**src/rtl/genius_controle_param.sv**
```systemverilog
// Genius (Simon) game controller: LED playback from a one-hot pattern memory, then player checking.
// Optional lives/retry support is enabled with `define GENIUS_VIDAS_EN.
module genius_controle_param #(
  parameter int N_BOTOES    = 4,
  parameter int ADDR_W      = 4,
  parameter int CNT_W       = 16,
  parameter int T_MOSTRA    = 1000,
  parameter int T_INTERVALO = 500,
  parameter int T_TIMEOUT   = 5000,
  parameter int N_VIDAS     = 3
) (
  input  logic                clock,
  input  logic                reset,
  input  logic                iniciar,
  input  logic [ADDR_W-1:0]   limite,
  input  logic [N_BOTOES-1:0] botoes,
  input  logic [N_BOTOES-1:0] mem_dado,
  output logic [ADDR_W-1:0]   mem_endereco,
  output logic [N_BOTOES-1:0] leds,
  output logic [ADDR_W-1:0]   rodada,
  output logic [1:0]          vidas,
  output logic                pronto,
  output logic                acertou,
  output logic                errou,
  output logic                fim_timeout,
  output logic [3:0]          db_estado
);

`ifdef GENIUS_VIDAS_EN
  localparam bit VIDAS_EN = 1'b1;
`else
  localparam bit VIDAS_EN = 1'b0;
`endif

  localparam logic [1:0]       VIDAS_CARGA   = VIDAS_EN ? 2'(N_VIDAS) : 2'd0;
  localparam logic [CNT_W-1:0] LIM_MOSTRA    = CNT_W'(T_MOSTRA - 1);
  localparam logic [CNT_W-1:0] LIM_INTERVALO = CNT_W'(T_INTERVALO - 1);
  localparam logic [CNT_W-1:0] LIM_TIMEOUT   = CNT_W'(T_TIMEOUT - 1);

  // Low nibble is the debug code; perdeu_vida shares code 0 with inicial via bit 4.
  typedef enum logic [4:0] {
    S_INICIAL          = 5'h00,
    S_PREPARACAO       = 5'h01,
    S_PROXIMA_MOSTRA   = 5'h02,
    S_ESPERA           = 5'h03,
    S_REGISTRA         = 5'h04,
    S_COMPARA          = 5'h05,
    S_PROXIMA_JOGADA   = 5'h06,
    S_FIM_RODADA       = 5'h07,
    S_PROXIMA_RODADA   = 5'h08,
    S_MOSTRA           = 5'h09,
    S_INTERVALO_MOSTRA = 5'h0A,
    S_INICIA_SEQ       = 5'h0B,
    S_INTERVALO_RODADA = 5'h0C,
    S_FINAL_TIMEOUT    = 5'h0D,
    S_FINAL_ACERTOU    = 5'h0E,
    S_FINAL_ERROU      = 5'h0F,
    S_PERDEU_VIDA      = 5'h10
  } estado_t;

  estado_t             r_estado, w_prox;
  logic [CNT_W-1:0]    r_tempo;
  logic [ADDR_W-1:0]   r_endereco, r_rodada, r_limite;
  logic [1:0]          r_vidas;
  logic [N_BOTOES-1:0] r_botoes_ant, r_jogada;
  logic                w_jogada, w_igual, w_perde_vida, w_conta;

  // Rising edge of "any button": a held button never re-triggers.
  assign w_jogada     = (|botoes) && !(|r_botoes_ant);
  assign w_igual      = (r_jogada == mem_dado);
  assign w_perde_vida = VIDAS_EN && (r_vidas > 2'd1);
  assign w_conta      = (r_estado == S_MOSTRA) || (r_estado == S_INTERVALO_MOSTRA) ||
                        (r_estado == S_ESPERA) || (r_estado == S_INTERVALO_RODADA) ||
                        (r_estado == S_PERDEU_VIDA);

  always_ff @(posedge clock) begin
    if (reset) r_estado <= S_INICIAL;
    else       r_estado <= w_prox;
  end

  always_comb begin
    w_prox      = r_estado;
    leds        = '0;
    pronto      = 1'b0;
    acertou     = 1'b0;
    errou       = 1'b0;
    fim_timeout = 1'b0;
    case (r_estado)
      S_INICIAL:          if (iniciar) w_prox = S_PREPARACAO;
      S_PREPARACAO:       w_prox = S_MOSTRA;
      S_MOSTRA: begin
        leds = mem_dado;
        if (r_tempo == LIM_MOSTRA) w_prox = S_INTERVALO_MOSTRA;
      end
      S_INTERVALO_MOSTRA: if (r_tempo == LIM_INTERVALO) w_prox = S_PROXIMA_MOSTRA;
      S_PROXIMA_MOSTRA:   w_prox = (r_endereco == r_rodada) ? S_INICIA_SEQ : S_MOSTRA;
      S_INICIA_SEQ:       w_prox = S_ESPERA;
      S_ESPERA: begin
        leds = botoes;
        if (w_jogada)                   w_prox = S_REGISTRA;
        else if (r_tempo == LIM_TIMEOUT) w_prox = w_perde_vida ? S_PERDEU_VIDA : S_FINAL_TIMEOUT;
      end
      S_REGISTRA:         w_prox = S_COMPARA;
      S_COMPARA: begin
        if (!w_igual)                      w_prox = w_perde_vida ? S_PERDEU_VIDA : S_FINAL_ERROU;
        else if (r_endereco == r_rodada)   w_prox = S_FIM_RODADA;
        else                               w_prox = S_PROXIMA_JOGADA;
      end
      S_PROXIMA_JOGADA:   w_prox = S_ESPERA;
      S_FIM_RODADA:       w_prox = (r_rodada == r_limite) ? S_FINAL_ACERTOU : S_INTERVALO_RODADA;
      S_INTERVALO_RODADA: if (r_tempo == LIM_INTERVALO) w_prox = S_PROXIMA_RODADA;
      S_PROXIMA_RODADA:   w_prox = S_MOSTRA;
      S_PERDEU_VIDA: begin
        leds = '1;
        if (r_tempo == LIM_INTERVALO) w_prox = S_MOSTRA;
      end
      S_FINAL_TIMEOUT: begin
        pronto      = 1'b1;
        fim_timeout = 1'b1;
        if (iniciar) w_prox = S_PREPARACAO;
      end
      S_FINAL_ACERTOU: begin
        pronto  = 1'b1;
        acertou = 1'b1;
        if (iniciar) w_prox = S_PREPARACAO;
      end
      S_FINAL_ERROU: begin
        pronto = 1'b1;
        errou  = 1'b1;
        if (iniciar) w_prox = S_PREPARACAO;
      end
      default:            w_prox = S_INICIAL;
    endcase
  end

  // Residency timer: zero on every state entry, so a limit of T-1 means T cycles in the state.
  always_ff @(posedge clock) begin
    if (reset)                   r_tempo <= '0;
    else if (w_prox != r_estado) r_tempo <= '0;
    else if (w_conta)            r_tempo <= r_tempo + 1'b1;
  end

  always_ff @(posedge clock) begin
    if (reset) begin
      r_endereco   <= '0;
      r_rodada     <= '0;
      r_limite     <= '0;
      r_vidas      <= '0;
      r_botoes_ant <= '0;
      r_jogada     <= '0;
    end else begin
      r_botoes_ant <= botoes;
      case (r_estado)
        S_PREPARACAO: begin
          r_endereco <= '0;
          r_rodada   <= '0;
          r_limite   <= limite;
          r_vidas    <= VIDAS_CARGA;
        end
        S_PROXIMA_MOSTRA: if (r_endereco != r_rodada) r_endereco <= r_endereco + 1'b1;
        S_INICIA_SEQ:     r_endereco <= '0;
        S_REGISTRA:       r_jogada   <= botoes;
        S_PROXIMA_JOGADA: r_endereco <= r_endereco + 1'b1;
        S_PROXIMA_RODADA: begin
          r_rodada   <= r_rodada + 1'b1;
          r_endereco <= '0;
        end
        default: ;
      endcase
      // Losing a life replays the current round from its first item.
      if ((w_prox == S_PERDEU_VIDA) && (r_estado != S_PERDEU_VIDA)) begin
        r_vidas    <= r_vidas - 2'd1;
        r_endereco <= '0;
      end
    end
  end

  assign mem_endereco = r_endereco;
  assign rodada       = r_rodada;
  assign vidas        = r_vidas;
  assign db_estado    = r_estado[3:0];

endmodule

```
**config.mk**
```make
export PLATFORM = sky130hd
export DESIGN_NAME = genius_controle_param
export DESIGN_NICKNAME = d
export VERILOG_FILES = /design/src/rtl/genius_controle_param.sv
export SDC_FILE = /design/constraint.sdc
export NUM_CORES = 1
export LEC_CHECK = 0
export CORE_UTILIZATION = 57
export CTS_BUF_LIST = sky130_fd_sc_hd__clkbuf_8
export CTS_CLUSTER_SIZE = 8
export DETAILED_ROUTE_END_ITERATION = 10
export PLACE_DENSITY_LB_ADDON = 0.1
export SLEW_MARGIN = 30
export SYNTH_ARGS = -nofsm -noshare
export SYNTH_HDL_FRONTEND = slang
export SYNTH_SLANG_ARGS = --single-unit
```
**constraint.sdc**
```tcl
create_clock -name clock -period 3.6 [get_ports clock]
set_clock_uncertainty 0.2 [all_clocks]
set_input_delay 0.9 -clock clock [delete_from_list [all_inputs] [get_ports clock]]
set_output_delay 0.9 -clock clock [all_outputs]
set_load 0.03 [all_outputs]
```
==> metrics.txt, run 1 <==
status finished, final reports clean; Worst EP required 2.50 ns; synth warn 0; vias per cell 6.22; die area 0.00531 sq mm; PD cells 333 mW/mm^2; post-synthesis sequential area ratio 30.1%; Critical Path AT 2.37 ns; Worst VDD drop 243 uV; total CTS buffers 5; first-pass GRT wire length 12500 um; Routed wire per std cell 16.6 um; die height 72.9 um; number of synthesized flops with an enable pin 0; final net count 406; slowest CP cell clkdlybuf4s50_1; Starting Density 59.8%; Clock Sink Count 43; Final Hold Viols 0; most common cell after layout, fill and taps aside dfxtp_1; Port Buf Inserts 36; cell area after synthesis 0.00286 sq mm; TritonRoute pass-1 iters 4; Resized Gates After CTS 0; Synth Register Bits 43; CTS tree yes; HP Start r_jogada[3]$_SDFFE_PP0P_; Worst-Margin Slew 0.750 ns; dominant synthesized flop cell dfxtp_1; Worst-path clk slew 0.08 ns; Placed Instance Area 0.00339 sq mm; minimum clock period 3.47 ns; GRT Residual Overflow 0; Tot GR Track Use 30.6%; MaxCap Viol Count 0; number of diodes 0; worst rel slew slack 49.5%; Worst-Skew Late Latency 0.30 ns; crit share post-route 96.5%; post-route design area 0.00350 sq mm; Cells after Synth 346; Peak Freq 0.288 GHz; Post-CTS Hold Buffers 0; Tightest Hold Check Type reg -> reg; H-tree depth 2; post-route setup TNS 0 ns; Yosys cell types 63; worst r2r src r_tempo[0]$_SDFFE_PP0P_; RSZ-0062 raised after global routing false; Post-CTS Setup Inserts 0; Synth Net Count 364; most frequent cells in the layout dfxtp_1, clkdlybuf4s50_1, nand2_1, nor2_1, xnor2_1; CTS Buffer Depth 2; I/O pin count 37; Leak 1.16 nW; Setup crit end kind output pin; largest net degree at the start of global routing 26; Setup crit start r_estado[2]$_SDFF_PP0_; GP Congestion 1.01; vias in the first global route 2518; fin. max-slew vios 0; Largest stage delay, worst path 0.67 ns; setup ws final 0.127 ns; Total Wirelength 7570 um; CP cell instances or3_1 -> nor2_1 -> a22oi_1 -> nand2_1 -> clkdlybuf4s50_1; startpoint types flop; Area Overhead vs Synth 22.1%; Core Box Area 0.00479 sq mm; die span in x 72.9 um; fin util 73.0%; CTS root buf clkbuf_8; class of the most critical setup path reg -> out; HPWL Detailed 5470 um; # rows 25; Final setup viols 0; syn avg cell area 8.28 sq um; via count 2835; ANT nets after route 0; crit path max fanout 6; layout cells sized above 1 13.6%; Async SR Flop Fraction 0%; Setup WS pre-CTS 0.0504 ns; # DRC 0; antenna violations before repair 0; DR iter-0 viols 209
[cell families after synthesis]
family | Yosys count | synth area share, %
AO/OA/AOI/OAI | 69 | 18.1
AND/OR/NAND/NOR | 161 | 33.4
XOR/XNOR | 32 | 9.79
buffers and inverters | 32 | 5.24
flip-flops | 43 | 30.1
adder cells (fa/ha/maj) | 3 | 1.31
multiplexers | 6 | 2.14
[worst paths after layout]
check / slack, ns / depth (start not counted) / end
worst max-delay path: 0.13 / 5 / leds[2]
worst min-delay path: 0.27 / 2 / r_jogada[3]$_SDFFE_PP0P_
worst max register to register: 0.26 / 9 / r_tempo[13]$_SDFFE_PP0P_
worst min register to register: 0.27 / 2 / r_jogada[3]$_SDFFE_PP0P_
[through the flow]
stage	instances	power [mW]	hold slack, ns
2_1_floorplan	346	0.721	0.248
3_3_place_gp	448	0.827	0.254
3_5_place_dp	448	0.832	0.259
4_1_cts	456	1.16	0.269
5_1_grt	456	1.21	0.289
6_report	456	1.16	0.272
[cell usage after synthesis, drive strengths merged, types with 2 or more instances]
cell type | number | area (sq um)
dfxtp | 43 | 861
nand2 | 28 | 105
nor2 | 28 | 105
xnor2 | 25 | 219
clkbuf | 20 | 75.1
nor4 | 19 | 156
a21oi | 17 | 85.1
nor3 | 15 | 75.1
nand3 | 11 | 55.1
nand2b | 9 | 56.3
o21ai | 9 | 45.0
xor2 | 7 | 61.3
a32oi | 6 | 52.6
buf | 6 | 52.6
inv | 6 | 22.5
nor2b | 6 | 37.5
nor3b | 6 | 45.0
o2111ai | 6 | 52.6
a22oi | 5 | 37.5
mux2i | 5 | 50.1
or4 | 5 | 41.3
a211oi | 4 | 30.0
nand3b | 4 | 30.0
nand4 | 4 | 25.0
or2 | 4 | 25.0
and3 | 3 | 18.8
ha | 3 | 37.5
o211ai | 3 | 27.5
or4b | 3 | 37.5
a21o | 2 | 15.0
a221oi | 2 | 23.8
a31oi | 2 | 12.5
a41oi | 2 | 17.5
and4 | 2 | 17.5
nand4b | 2 | 17.5
nor4b | 2 | 17.5
o41ai | 2 | 36.3
or3 | 2 | 12.5
or3b | 2 | 17.5
or4bb | 2 | 22.5
[metal layers]
layer	vias up	track usage [%]	share of wire, %
met5	-	0	0
met4	0	10.2	1.9
met3	14	5.11	5.3
met2	91	48.8	47
met1	1362	42.0	45
li1	1368	-	-
[final cells by class]
| cell class | instances | area (sq um) |
|---|---|---|
| tap | 67 | 83.8 |
| sequential | 43 | 861 |
| inverter | 6 | 22.5 |
| clock inverter | 1 | 3.75 |
| fill | 412 | 1290 |
| clock buffer | 7 | 96.3 |
| timing repair buffer | 61 | 573 |
| multi-input combinational | 271 | 1860 |
[power breakdown]
| group | switching, mW | total (mW) | internal, mW |
|---|---|---|---|
| logic | 0.192 | 0.321 | 0.129 |
| registers | 0.0166 | 0.508 | 0.491 |
| clock network | 0.162 | 0.334 | 0.172 |
[worst max-delay path: cells and delay by family (launching register included)]
family | cells | cell delay, ns
and+or+nand+nor | 3 | 0.87
AOI/OAI and AO/OA | 1 | 0.17
DFF | 1 | 0.36
buffers and inverters | 1 | 0.67
[sequential cells by signal (all words and copies together) (netlist names)]
| register | cells |
|---|---|
| r_botoes_ant | 4 |
| vidas | 2 |
| r_jogada | 4 |
| r_limite | 4 |
| rodada | 4 |
| r_estado | 5 |
| mem_endereco | 4 |
| r_tempo | 16 |
(Power assumes the default switching activity.)
==> run 2: changes to the inputs <==
--- a/config.mk
+++ b/config.mk
@@ -9,6 +9,7 @@
 export CTS_BUF_LIST = sky130_fd_sc_hd__clkbuf_8
 export CTS_CLUSTER_SIZE = 8
 export DETAILED_ROUTE_END_ITERATION = 10
+export MAX_ROUTING_LAYER = met4
 export PLACE_DENSITY_LB_ADDON = 0.1
 export SLEW_MARGIN = 30
 export SYNTH_ARGS = -nofsm -noshare
==> run 2 against run 1 <==
  * Sequential cell count is the same
  * Worst hold slack lost 0.00095 ns
  * Worst setup slack gained 0.021 ns
  * Core utilization shrank 0.10 points
  * Critical path type unchanged
  * Largest cell class unchanged
==> metrics.txt, run 2 (synthesis results as in run 1) <==
status finished, final reports clean; PD cells 330 mW/mm^2; DR WL met3 547 um; Core Box Area 0.00479 sq mm; RSZ-0062 raised after global routing false; H-tree depth 2; via count 2895; # rows 25; startpoint types flop; Critical Path AT 2.35 ns; Clock Sink Count 43; Crit path buffers/inverters 1; Worst VDD drop 281 uV; die height 72.9 um; vias per cell 6.36; most common cell after layout, fill and taps aside dfxtp_1; fin. max-slew vios 0; Largest stage delay, worst path 0.68 ns; post-route setup TNS 0 ns; MaxCap Viol Count 0; R2R Setup Slk 0.21 ns; Worst-Margin Slew 0.754 ns; CP cell instances or3b_1 -> nor2_4 -> a22oi_1 -> nand2_1 -> clkdlybuf4s50_1; Setup crit end kind output pin; antenna violations before repair 0; Area Overhead vs Synth 21.9%; GRT Residual Overflow 0; max reg flops 16; vias in the first global route 2622; Routed wire per std cell 17.4 um; Biggest register r_tempo; Worst EP required 2.50 ns; Top Registers r_tempo (16), r_estado (5); CTS root buf clkbuf_8; number of diodes 0; most frequent cells in the layout dfxtp_1, clkdlybuf4s50_1, nand2_1, nor2_1, xnor2_1; Worst-path clk slew 0.08 ns; crit path max fanout 6; layout cells sized above 1 13.9%; HPWL Detailed 5690 um; Peak Freq 0.290 GHz; Starting Density 59.8%; Tightest Hold Check Type reg -> reg; die span in x 72.9 um; crit share post-route 95.9%; Total Wirelength 7900 um; largest net degree at the start of global routing 26; Port Buf Inserts 36; CTS tree yes; Final Hold Viols 0; GP Congestion 1.00; die area 0.00531 sq mm; I/O pin count 37; Final setup viols 0; met2 WL post-DR 3730 um; # DRC 0; Fillers 405; total CTS buffers 5; uppermost layer routed met4; Pwr Total 1.15 mW; CTS Buffer Depth 2; first-pass GRT wire length 13100 um; slowest CP cell clkdlybuf4s50_1; TritonRoute pass-1 iters 5; cell family with most CP delay simple AND/OR/NAND/NOR gates; DR iter-0 viols 276; Leak 1.16 nW; M1 wire length 3460 um; Tot GR Track Use 32.9%; Worst-Skew Late Latency 0.30 ns; final net count 406; worst rel slew slack 49.2%; ANT nets after route 0; minimum clock period 3.45 ns; class of the most critical setup path reg -> out
-- run 2: routing by layer --
metal / up-vias / track usage, %
met1: 1367 / 43.0
met3: 23 / 5.52
met2: 141 / 51.3
li1: 1364 / -
met5: - / -
met4: 0 / 11.8
-- run 2: path summary, 6_finish.rpt --
kind,startpoint,end,depth (start not counted)
max,r_estado[3]$_SDFF_PP0_,leds[2],5
min,r_jogada[3]$_SDFFE_PP0P_,r_jogada[3]$_SDFFE_PP0P_,2
max reg2reg,r_tempo[0]$_SDFFE_PP0P_,r_tempo[5]$_SDFFE_PP0P_,9
min reg2reg,r_jogada[3]$_SDFFE_PP0P_,r_jogada[3]$_SDFFE_PP0P_,2
-- run 2: worst min-delay path, cell delays in order, from the launching register on --
cell and delay (ns):
dfxtp_1 0.32, nand2_1 0.05, a21oi_1 0.05
-- run 2: through the flow --
stage,instance area (sq um),utilization [%],worst slack (ns),hold WS [ns],std cells
final,3490,72.9,0.148,0.271,455
after global routing,3490,72.9,0.0618,0.286,455
after CTS,3480,72.8,0.0868,0.271,455
after detailed placement,3390,70.9,0.00498,0.261,448
after global placement,3390,70.9,0.134,0.254,448
after floorplan,2860,-,0.347,0.248,346
-- run 2: report_power, final --
part           switching (mW)  internal [mW]
registers              0.0196          0.491
logic                   0.194          0.129
clock network           0.166          0.151
-- run 2: cell type report --
type | count | area, sq um | share of cell area, %
clock inverters | 1 | 5.00 | 0.143
inverters | 6 | 22.5 | 0.645
well taps | 67 | 83.8 | 2.40
clock buffers | 6 | 82.6 | 2.37
multi-input cells | 271 | 1860 | 53.4
repair buffers | 61 | 573 | 16.4
flip-flops and latches | 43 | 861 | 24.7
-- run 2: repair_timing --
| action | in CTS | in global routing |
|---|---|---|
| buffers inserted | 0 | 0 |
| setup endpoints to repair | 4 | 4 |
| hold buffers | 0 | 0 |
| gates resized for setup | 1 | 2 |
